--- config.mk ---
export PLATFORM = sky130hd
export DESIGN_NAME = instr_reg_gen
export DESIGN_NICKNAME = d
export VERILOG_FILES = /design/src/rtl/instr_reg_gen.sv
export SDC_FILE = /design/constraint.sdc
export NUM_CORES = 1
export LEC_CHECK = 0
export ABC_CLOCK_PERIOD_IN_PS = 2500
export CORE_MARGIN = 4
export CORE_UTILIZATION = 45
export DETAILED_ROUTE_END_ITERATION = 12
export GPL_TIMING_DRIVEN = 0
export PLACE_DENSITY_LB_ADDON = 0.05
export SYNTH_ARGS = -nofsm -noshare
export SYNTH_HDL_FRONTEND = slang
export SYNTH_SLANG_ARGS = --single-unit
--- constraint.sdc ---
create_clock -name clk1 -period 2.5 [get_ports clk1]
set_input_delay 0.5 -clock clk1 [delete_from_list [all_inputs] [get_ports clk1]]
set_output_delay 0.5 -clock clk1 [all_outputs]
set_load 0.005 [all_outputs]
--- src/rtl/instr_reg_gen.sv ---
// instr_reg_gen: assembles an instruction word from BEATS memory beats, MSB
// beat first, and presents it to the controller through a valid/ready stage.
// Optional build macro INSTR_REG_PAUSE_EN: when defined, a cycle with ena low
// only pauses assembly; when undefined, it discards a partially built word.
module instr_reg_gen #(
   parameter int unsigned DATA_W = 8,
   parameter int unsigned BEATS  = 2,
   parameter int unsigned OPC_W  = 3
) (
   input  logic                                        clk1,
   input  logic                                        rst,
   input  logic                                        ena,
   input  logic [DATA_W-1:0]                           data,
   output logic                                        in_ready,
   output logic                                        beat_ack,
   output logic [((BEATS > 1) ? $clog2(BEATS) : 1)-1:0] beat_idx,
   output logic                                        out_valid,
   input  logic                                        out_ready,
   output logic [DATA_W*BEATS-1:0]                     opc_iraddr,
   output logic [OPC_W-1:0]                            opcode,
   output logic [DATA_W*BEATS-OPC_W-1:0]               ir_addr
);

   localparam int unsigned WORD_W = DATA_W * BEATS;
   localparam int unsigned ADDR_W = WORD_W - OPC_W;
   localparam int unsigned IDX_W  = (BEATS > 1) ? $clog2(BEATS) : 1;

   logic [WORD_W-1:0] collector;
   logic [WORD_W-1:0] word_c;
   logic              last_c;
   logic              accept_c;
   logic              discard_c;

   // Final beat is the only one that can be stalled by a full output stage
   assign last_c   = (beat_idx == IDX_W'(BEATS - 1));
   assign in_ready = !(last_c && out_valid && !out_ready);
   assign accept_c = ena && in_ready;

`ifdef INSTR_REG_PAUSE_EN
   assign discard_c = 1'b0;
`else
   assign discard_c = !ena && (beat_idx != '0);
`endif

   // Completed word: earlier beats from the collector, final beat straight from the bus
   always_comb begin
      word_c               = collector;
      word_c[DATA_W-1:0]   = data;
   end

   assign opcode  = opc_iraddr[WORD_W-1 -: OPC_W];
   assign ir_addr = opc_iraddr[ADDR_W-1:0];

   // Collector: each accepted beat lands in its slot, MSB beat first
   always_ff @(posedge clk1 or posedge rst) begin
      if (rst) begin
         collector <= '0;
      end else if (accept_c) begin
         for (int unsigned k = 0; k < BEATS; k++) begin
            if (beat_idx == IDX_W'(k)) begin
               collector[WORD_W-1-k*DATA_W -: DATA_W] <= data;
            end
         end
      end
   end

   // Beat index: advance on accept, wrap after the final beat, clear on discard
   always_ff @(posedge clk1 or posedge rst) begin
      if (rst) begin
         beat_idx <= '0;
      end else if (accept_c) begin
         if (last_c) begin
            beat_idx <= '0;
         end else begin
            beat_idx <= beat_idx + IDX_W'(1);
         end
      end else if (discard_c) begin
         beat_idx <= '0;
      end
   end

   // One-cycle acknowledge after every accepted beat
   always_ff @(posedge clk1 or posedge rst) begin
      if (rst) begin
         beat_ack <= 1'b0;
      end else begin
         beat_ack <= accept_c;
      end
   end

   // Output stage: load on completion (even while popping), otherwise clear on pop
   always_ff @(posedge clk1 or posedge rst) begin
      if (rst) begin
         opc_iraddr <= '0;
         out_valid  <= 1'b0;
      end else if (accept_c && last_c) begin
         opc_iraddr <= word_c;
         out_valid  <= 1'b1;
      end else if (out_valid && out_ready) begin
         out_valid  <= 1'b0;
      end
   end

endmodule

==> results of run 1 <==
## synth_stat cells
cell	number	share of area
inv_1	1	0.0031
dfrtp_1	27	0.56
and2_1	1	0.0052
nor2b_1	1	0.0052
nor2b_4	1	0.011
nand2_1	2	0.0062
nand2_2	1	0.0052
buf_4	16	0.10
buf_8	1	0.012
mux2_1	2	0.019
a21boi_0	1	0.0062
buf_2	1	0.0042
mux2_2	12	0.11
or2b_1	1	0.0062
nor2_8	1	0.017
mux2_4	10	0.12
## final cells by class
| class | instances | share of cell area |
|---|---|---|
| Sequential cell | 27 | 0.3888 |
| Buffer | 18 | 0.08063 |
| Timing Repair Buffer | 47 | 0.2707 |
| Multi-Input combinational cell | 33 | 0.2203 |
| Tap cell | 30 | 0.02160 |
| Clock inverter | 1 | 0.002880 |
| Clock buffer | 3 | 0.01296 |
| Inverter | 1 | 0.002160 |
## layer usage
layer | global-route usage | wire (um)
met5 | 0 | 0
met4 | 0.03797 | 12
met3 | 0.03240 | 133
met2 | 0.2485 | 1205
met1 | 0.1704 | 887
## sequential cells by signal, summed over array words and instances, names as in the netlist
register,count
out_valid,1
opc_iraddr,16
beat_ack,1
beat_idx,1
collector,8
## final timing paths
check                                          startpoint                          to  slack [ns]  depth (start not counted)
worst max-delay path                            out_ready                    in_ready        0.30                          4
worst min-delay path            collector[15]$_DFFE_PP0P_  opc_iraddr[15]$_DFFE_PP0P_        0.51                          1
worst max register to register      out_valid$_DFFE_PP0P_   opc_iraddr[1]$_DFFE_PP0P_        1.15                          4
worst min register to register  collector[15]$_DFFE_PP0P_  opc_iraddr[15]$_DFFE_PP0P_        0.51                          1
max in group asynchronous                             rst   collector[10]$_DFFE_PP0P_        1.20                          2
min in group asynchronous                             rst       out_valid$_DFFE_PP0P_        0.70                          2
## power by group through the flow
stage                     clock network [mW]  registers (mW)  logic (mW)
after floorplan                            0           0.615       0.263
after global routing                   0.212           0.629       0.664
final                                  0.186           0.613       0.614
after CTS                              0.192           0.616       0.626
after global placement                     0           0.614       0.613
after detailed placement                   0           0.624       0.624
## stage by stage
step                  util  worst slack, ns
floorplan                -            1.197
global placement    0.6781           0.3244
detailed placement  0.6781           0.2966
CTS                 0.6890           0.2975
global route        0.6890           0.2637
finish              0.6890           0.3033
## cells by family (layout without fill, tap and decap cells)
group	count (synthesis)	after routing	synth area share
compound gates	1	1	0.006246
buf+inv	19	70	0.1197
flops	27	27	0.5619
mux	24	24	0.2560
simple gates	8	8	0.05620
==> results.cfg, run 1 <==
[status]
outcome = completed

[placed_design]
dp.cells = 156
dp_hpwl_mm = 1.740
gp_congestion = 0.6903
dpl_cell_area_um2 = 1710
io_buffers = 47

[sta]
post-route-min-period_ns = 2.197
max_freq_mhz = 455.2
setup_viol_count_final = 0
clock-skew-final_ns = 0.006511
slew_viol_final = 0
slew_headroom = 0.3376
rsz0062_at_grt = no
final-hold-violation-count = 0
tightest_slew_ns = 0.9925
period_share = 0.8787
holdWs_ns = 0.5069
tns_ns = 0

[setup_path]
cp-end-kind = output port
cp_top_family = buffers and inverters
arrival_ns = 1.70
path_max_fanout = 2
path_cells = clkdlybuf4s50_1, nor2b_4, nand2_1, clkdlybuf4s50_1
crit_buf_inv = 2
crit_path_max_incr_delay_ns = 0.46
cp_common_cell = clkdlybuf4s50_1
crit_type = primary input to output port
cp_slowest_cell = clkdlybuf4s50_1
cp-start-kind = primary input
worstPathRequired_ns = 2.00

[floorplanning]
die_area_um2 = 3563
ios = 48
num_rows = 18
die_w_um = 59.69
die_h_um = 59.69
core_um2 = 2522
initial_core_util = 0.4767

[clock_network]
h-tree-depth = 1
cts_root_buffer = clkbuf_4
clk_latency_ns = 0.32
cts_resized = 0
cts_buffers = 3
clkSlewWorstSetupHoldPaths_ns = 0.15
cts_sinks = 27
cts_buffer_depth = 2
postCtsHoldBufs = 0
cts_tree = yes
cts_setup_buffers = 0

[cells_and_area]
syn_to_final_growth_pct = 44.54
antenna_cells = 0
stdcell_count = 160
multi_input_area_um2 = 382.9
final_common_cell = clkdlybuf4s50_1
layout-drive-gt1-share = 0.3615
layout_common_cells = clkdlybuf4s50_1, dfrtp_1, buf_4, mux2_2, mux2_4
final_cell_area_um2 = 1738
n_fill_cell = 190
regArea_um2 = 675.6
final_net_count = 143

[synthesis]
postSynthCellCount = 79
ys_seq_elements = 27
synth.cell_area_um2 = 1202
yosysSeqAreaShare = 0.5619
syn-num-nets = 91
avgSynthCellArea_um2 = 15.22
synth_warnings = 0
synth_cell_types = 16

[pwr]
combPwrFrac = 0.434
powerDensity_nw_per_um2 = 813.4
leakage_nw = 0.7716
clkPwrFrac = 0.132
p_total_mw = 1.414
net-switching-power_uw = 349.9
p_sw_frac = 0.2476
vdd.ir_drop.worst_v = 0.0005504
p_int_mw = 1.064
p_seq_frac = 0.434

[global_route]
antenna_found_initial = 0
track_usage = 0.1406
grt_pass1_wl_mm = 3.781
globalRouteOverflowTotal = 0
grt_pass1_vias = 840
grt_max_degree = 28

[drt]
drt-initial-drc-count = 7
wirelength_mm = 2.238
viasPerCell = 4.694
drtAntennaViolNets = 0
wire_per_inst_um = 13.99
firstDrtPassIters = 3
drc_errors = 0
via_count = 751

[min_path]
hold_class = flop to flop

[job]
max_cap_violations = 0
Note: power is estimated with default switching activity, not from simulation.
==> run 2, diff against run 1 <==
--- a/config.mk
+++ b/config.mk
@@ -6,11 +6,14 @@
 export NUM_CORES = 1
 export LEC_CHECK = 0
 export ABC_CLOCK_PERIOD_IN_PS = 2500
+export CELL_PAD_IN_SITES_DETAIL_PLACEMENT = 0
+export CELL_PAD_IN_SITES_GLOBAL_PLACEMENT = 2
 export CORE_MARGIN = 4
-export CORE_UTILIZATION = 45
+export CORE_UTILIZATION = 30
 export DETAILED_ROUTE_END_ITERATION = 12
 export GPL_TIMING_DRIVEN = 0
 export PLACE_DENSITY_LB_ADDON = 0.05
+export REMOVE_ABC_BUFFERS = 1
 export SYNTH_ARGS = -nofsm -noshare
 export SYNTH_HDL_FRONTEND = slang
 export SYNTH_SLANG_ARGS = --single-unit
==> run 2 against run 1 <==
  * Cell count did not move
  * Worst hold slack got worse by 0.012 ns
  * Fmax rose by 0.47%
  * Worst setup slack improved by 0.010 ns
  * Clock power rose by 28%
  * Wire length fell by 6.0%
  * Clock skew fell by 0.0023 ns
  * Largest power group is now sequential cells
  * Highest routed layer unchanged
==> results.cfg, run 2 (synthesis gave the netlist of run 1 again) <==
[sta]
slew_headroom = 0.3279
final-hold-violation-count = 0
tightest_slew_ns = 1.007
setup_viol_count_final = 0
post-route-min-period_ns = 2.186
period_share = 0.8746
tns_ns = 0
max_freq_mhz = 457.4
slew_viol_final = 0
holdWs_ns = 0.4945
rsz0062_at_grt = no
clock-skew-final_ns = 0.004224

[global_route]
grt_pass1_wl_mm = 3.608
globalRouteOverflowTotal = 0
antenna_found_initial = 0
grt_pass1_vias = 757
track_usage = 0.09027
grt_max_degree = 28

[drt]
drt-initial-drc-count = 9
wire_per_inst_um = 13.15
drtAntennaViolNets = 0
wl_met2_mm = 1.107
wirelength_mm = 2.104
top_layer = met4
met1_length_um = 831
wl_met3_um = 155
firstDrtPassIters = 2
viasPerCell = 4.256
via_count = 681
drc_errors = 0

[floorplanning]
initial_core_util = 0.3188
die_h_um = 71.31
die_w_um = 71.31
ios = 48
num_rows = 22
die_area_um2 = 5085
core_um2 = 3771

[cells_and_area]
top_register = opc_iraddr
largest_register_ffs = 16
top_regs = opc_iraddr (16), collector (8)
layout_common_cells = clkdlybuf4s50_1, dfrtp_1, mux2_2, mux2_4, clkbuf_8
final_common_cell = clkdlybuf4s50_1
final_core_util = 0.4346
layout-drive-gt1-share = 0.2589
final_net_count = 125
syn_to_final_growth_pct = 36.32
antenna_cells = 0

[setup_path]
reg2reg_from = beat_idx$_DFFE_PP0P_
path_max_fanout = 2
r2r_cells = 2
crit_type = primary input to output port
regToRegSetupSlack_ns = 0.88
worstPathRequired_ns = 2.00
arrival_ns = 1.69
cp-end-kind = output port
cp-start-kind = primary input
r2r-end = collector[12]$_DFFE_PP0P_

[clock_network]
postCtsHoldBufs = 0
clk_latency_ns = 0.27
cts_setup_buffers = 0
cts_root_buffer = clkbuf_8
cts_tree = yes
cts_buffers = 3
clkSlewWorstSetupHoldPaths_ns = 0.09
cts_buffer_depth = 2
cts_sinks = 27
h-tree-depth = 1
cts_resized = 0

[pwr]
powerDensity_nw_per_um2 = 823.2
leakage_nw = 0.6901
vdd.ir_drop.worst_v = 0.0003535

[placed_design]
io_buffers = 47
dp_hpwl_mm = 1.521
gp_congestion = 0.6498

[min_path]
hold_class = flop to flop
hold_path_depth = 1
min_from = collector[15]$_DFFE_PP0P_
holdPathEnd = opc_iraddr[15]$_DFFE_PP0P_

[status]
outcome = completed

[job]
max_cap_violations = 0
[run 2: cell count changes in the layout (fill, tap and decap cells not counted)]
| cell | delta |
|---|---|
| buf_8 | -1 |
| clkbuf_8 | +3 |
| buf_2 | -1 |
| clkbuf_4 | -3 |
| buf_4 | -16 |
[run 2: critical path, stage by stage]
cell,delay [ns]
clkdlybuf4s50_1,0.45
nor2b_4,0.20
nand2_1,0.08
clkdlybuf4s50_1,0.45
[run 2: layout make-up]
cell class	instances	area [um2]
fillers	338	2132
flip-flops and latches	27	675.6
repair buffers	47	470.5
multi-input cells	33	382.9
well taps	48	60.06
clock buffers	3	41.29
clock inverters	1	5.005
inverters	1	3.754
[run 2: metal layers]
metal | up-vias | track usage
li1 | 312 | -
met2 | 26 | 0.1622
met5 | - | 0
met1 | 341 | 0.09728
met4 | 0 | 0.01879
met3 | 2 | 0.04067
[run 2: worst max-delay path by stage]
stage	start	to	slack, ns	cells past startpoint
after global placement	ena	collector[8]$_DFFE_PP0P_	0.24	3
after floorplan	ena	collector[10]$_DFFE_PP0P_	1.08	2
final	out_ready	in_ready	0.31	4
after CTS	out_ready	in_ready	0.30	4
after detailed placement	ena	collector[12]$_DFFE_PP0P_	0.24	3
after global routing	out_ready	in_ready	0.26	4
[run 2: metrics by stage]
stage | power (mW) | area (um2) | instances | setup slack [ns]
3_3_place_gp | 1.126 | 1593 | 156 | 0.2391
6_report | 1.349 | 1639 | 160 | 0.3136
5_1_grt | 1.436 | 1639 | 160 | 0.2608
2_1_floorplan | 0.7724 | 1062 | 61 | 1.076
3_5_place_dp | 1.132 | 1593 | 156 | 0.2414
4_1_cts | 1.383 | 1639 | 160 | 0.2995
[run 2: report_power, final]
group | switching [mW] | leakage [nW] | total (mW) | internal [mW]
logic | 0.126 | 0.346 | 0.503 | 0.377
registers | 0.0701 | 0.319 | 0.607 | 0.537
clock network | 0.128 | 0.0255 | 0.239 | 0.111
total | 0.324 | 0.690 | 1.35 | 1.03
==> run 3, diff against run 2 <==
--- a/config.mk
+++ b/config.mk
@@ -5,11 +5,12 @@
 export SDC_FILE = /design/constraint.sdc
 export NUM_CORES = 1
 export LEC_CHECK = 0
+export ABC_AREA = 1
 export ABC_CLOCK_PERIOD_IN_PS = 2500
 export CELL_PAD_IN_SITES_DETAIL_PLACEMENT = 0
 export CELL_PAD_IN_SITES_GLOBAL_PLACEMENT = 2
 export CORE_MARGIN = 4
-export CORE_UTILIZATION = 30
+export CORE_UTILIZATION = 27
 export DETAILED_ROUTE_END_ITERATION = 12
 export GPL_TIMING_DRIVEN = 0
 export PLACE_DENSITY_LB_ADDON = 0.05
==> run 3 against run 2 <==
  * Worst hold slack got worse by 0.014 ns
  * Critical path type unchanged
  * Non-clock buffer count is the same
  * Sequential share of layout area down 0.41 points
  * Worst setup slack worse by 0.15 ns
  * Fmax shrank 6.5%
  * Area after synthesis up 4.8%
  * Wire length up 37%
  * Flip-flop and latch count is the same
  * Largest power group unchanged
  * Clock skew increased by 0.0032 ns
  * Die area up 15%
  * Sequential power decreased by 4.1%
  * Register-to-register slack worse by 0.04 ns
==> results.cfg, run 3 <==
[status]
outcome = completed

[clock_network]
postCtsHoldBufs = 0
cts_setup_buffers = 0
clkSlewWorstSetupHoldPaths_ns = 0.10
cts_tree = yes
cts_buffers = 3
clk_latency_ns = 0.27
cts_sinks = 27
cts_root_buffer = clkbuf_8
h-tree-depth = 1
cts_buffer_depth = 2

[synthesis]
postSynthCellCount = 135
synth_commonest_cells = nand2_1, dfrtp_1, buf_4
synth-main-ff-cell = dfrtp_1
synth_most_common_cell = nand2_1
synth.cell_area_um2 = 1260
synth_cell_types = 12
async_flop_share = 1.000
yosysSeqAreaShare = 0.5362
synth_warnings = 0
yosysTopAreaCellShare = 0.5362
synth_area_leader_cell = dfrtp_1
ys_seq_elements = 27
synth_edf_count = 0
avgSynthCellArea_um2 = 9.333
yosys-top-cells-area = dfrtp_1, nand2_1, buf_4, nand4_1, nand3_1

[drt]
drt-initial-drc-count = 27
viasPerCell = 4.495
drtAntennaViolNets = 0
via_count = 962
wirelength_mm = 2.873
drc_errors = 0
firstDrtPassIters = 2
wire_per_inst_um = 13.43

[cells_and_area]
top_register = opc_iraddr
final_net_count = 175
syn_to_final_growth_pct = 31.38
final_core_util = 0.3725
n_fill_cell = 464
layout-drive-gt1-share = 0.04321
top_regs = opc_iraddr (16), collector (8)
final_common_cell = nand2_1
layout_common_cells = nand2_1, clkdlybuf4s50_1, dfrtp_1, nand4_1, nand3_1
antenna_cells = 0
largest_register_ffs = 16

[pwr]
p_sw_frac = 0.2779
p_total_mw = 1.221
leakage_nw = 0.7888
p_int_uw = 881.8
net-switching-power_uw = 339.4
clkPwrFrac = 0.205
vdd.ir_drop.worst_v = 0.0002596
combPwrFrac = 0.318
powerDensity_nw_per_um2 = 737.7
p_seq_frac = 0.477

[setup_path]
cp-start-kind = primary input
cp-end-kind = output port
crit_start = out_ready
reg2reg_from = beat_idx$_DFFE_PP0P_
arrival_ns = 1.84
crit_type = primary input to output port
r2r_cells = 4
regToRegSetupSlack_ns = 0.84
worstPathRequired_ns = 2.00
r2r-end = collector[11]$_DFFE_PP0P_
crit_path_end = in_ready
path_max_fanout = 20

[placed_design]
dp_hpwl_mm = 1.874
gp_congestion = 0.7094
pre_cts_ws_ns = -0.02028
io_buffers = 47

[global_route]
grt_use_met2 = 0.1828
grt_use_met1 = 0.1192
grt_pass1_vias = 1012
grt_max_degree = 28
globalRouteOverflowTotal = 0
use_met3 = 0.02482
antenna_found_initial = 0
grt_pass1_wl_mm = 4.878
track_usage = 0.1014
busiest_layer = met2

[sta]
final-hold-violation-count = 0
post-route-min-period_ns = 2.338
setup_viol_count_final = 0
slew_headroom = 0.2991
rsz0062_at_grt = no
postLayoutSetupSlackWorst_ns = 0.1624
period_share = 0.9350
tightest_slew_ns = 1.050
clock-skew-final_ns = 0.007413
holdWs_ns = 0.4808
slew_viol_final = 0
tns_ns = 0
max_freq_mhz = 427.8

[floorplanning]
core_um2 = 4444
ios = 48
initial_core_util = 0.2835
num_rows = 24
die_w_um = 76.31
die_h_um = 76.31
die_area_um2 = 5823

[job]
max_cap_violations = 0

[min_path]
hold_class = flop to flop
[run 3: cell types whose count changed after synthesis, sizes merged, moves of 2 or more]
cell   delta
mux2     -24
buf       +6
nand2    +49
nand4    +16
nor2b     -2
inv       +4
a21oi     +2
nand3     +9
[run 3: power by group through the flow]
stage	combinational [mW]	sequential [mW]	clock, mW
floorplan	0.0868	0.600	0
global placement	0.397	0.586	0
detailed placement	0.397	0.592	0
CTS	0.398	0.584	0.260
global route	0.424	0.597	0.280
finish	0.389	0.582	0.250
[run 3: critical path, stage by stage]
cell	delay [ns]
clkdlybuf4s50_1	0.45
inv_1	0.08
nand2_8	0.14
inv_1	0.07
nand2_1	0.06
clkdlybuf4s50_1	0.52
[run 3: layout make-up]
cell class	count	area, um2	area share
clock inverters	1	5.005	0.003023
multi-input cells	79	379.1	0.2290
inverters	5	18.77	0.01134
clock buffers	3	41.29	0.02494
flip-flops and latches	27	675.6	0.4082
repair buffers	47	470.5	0.2842
well taps	52	65.06	0.03930
[run 3: cell families (layout without fill, tap and decap cells)]
family | Yosys count | in the layout | synth area share
and+or+nand+nor | 77 | 77 | 0.2820
buffers and inverters | 29 | 56 | 0.1738
DFF | 27 | 27 | 0.5362
AOI/OAI and AO/OA | 2 | 2 | 0.007945
[run 3: metal layers]
metal,up-vias,part of all wire
met2,24,0.50
met4,0,0.0066
li1,479,-
met5,-,0
met1,457,0.45
met3,2,0.042
[run 3: stage by stage]
stage | cell area [um2] | std cells
final | 1655 | 214
after global placement | 1595 | 210
after floorplan | 1060 | 111
after global routing | 1655 | 214
after detailed placement | 1595 | 210
after CTS | 1647 | 214
[run 3: timing repair]
action | 4_1_cts | 5_1_grt
setup endpoints to repair | 1 | 1
hold endpoints to repair | 0 | 0
gates resized for setup | 1 | 1
[run 3: worst min-delay path by stage]
stage                                      to  cells after the start  slack [ns]                 startpoint
finish              collector[13]$_DFFE_PP0P_                      2        0.48  collector[13]$_DFFE_PP0P_
detailed placement  collector[13]$_DFFE_PP0P_                      2        0.46  collector[13]$_DFFE_PP0P_
global route        collector[14]$_DFFE_PP0P_                      2        0.50  collector[14]$_DFFE_PP0P_
floorplan           collector[10]$_DFFE_PP0P_                      2        0.44  collector[10]$_DFFE_PP0P_
CTS                 collector[13]$_DFFE_PP0P_                      2        0.48  collector[13]$_DFFE_PP0P_
global placement    collector[15]$_DFFE_PP0P_                      2        0.45  collector[15]$_DFFE_PP0P_
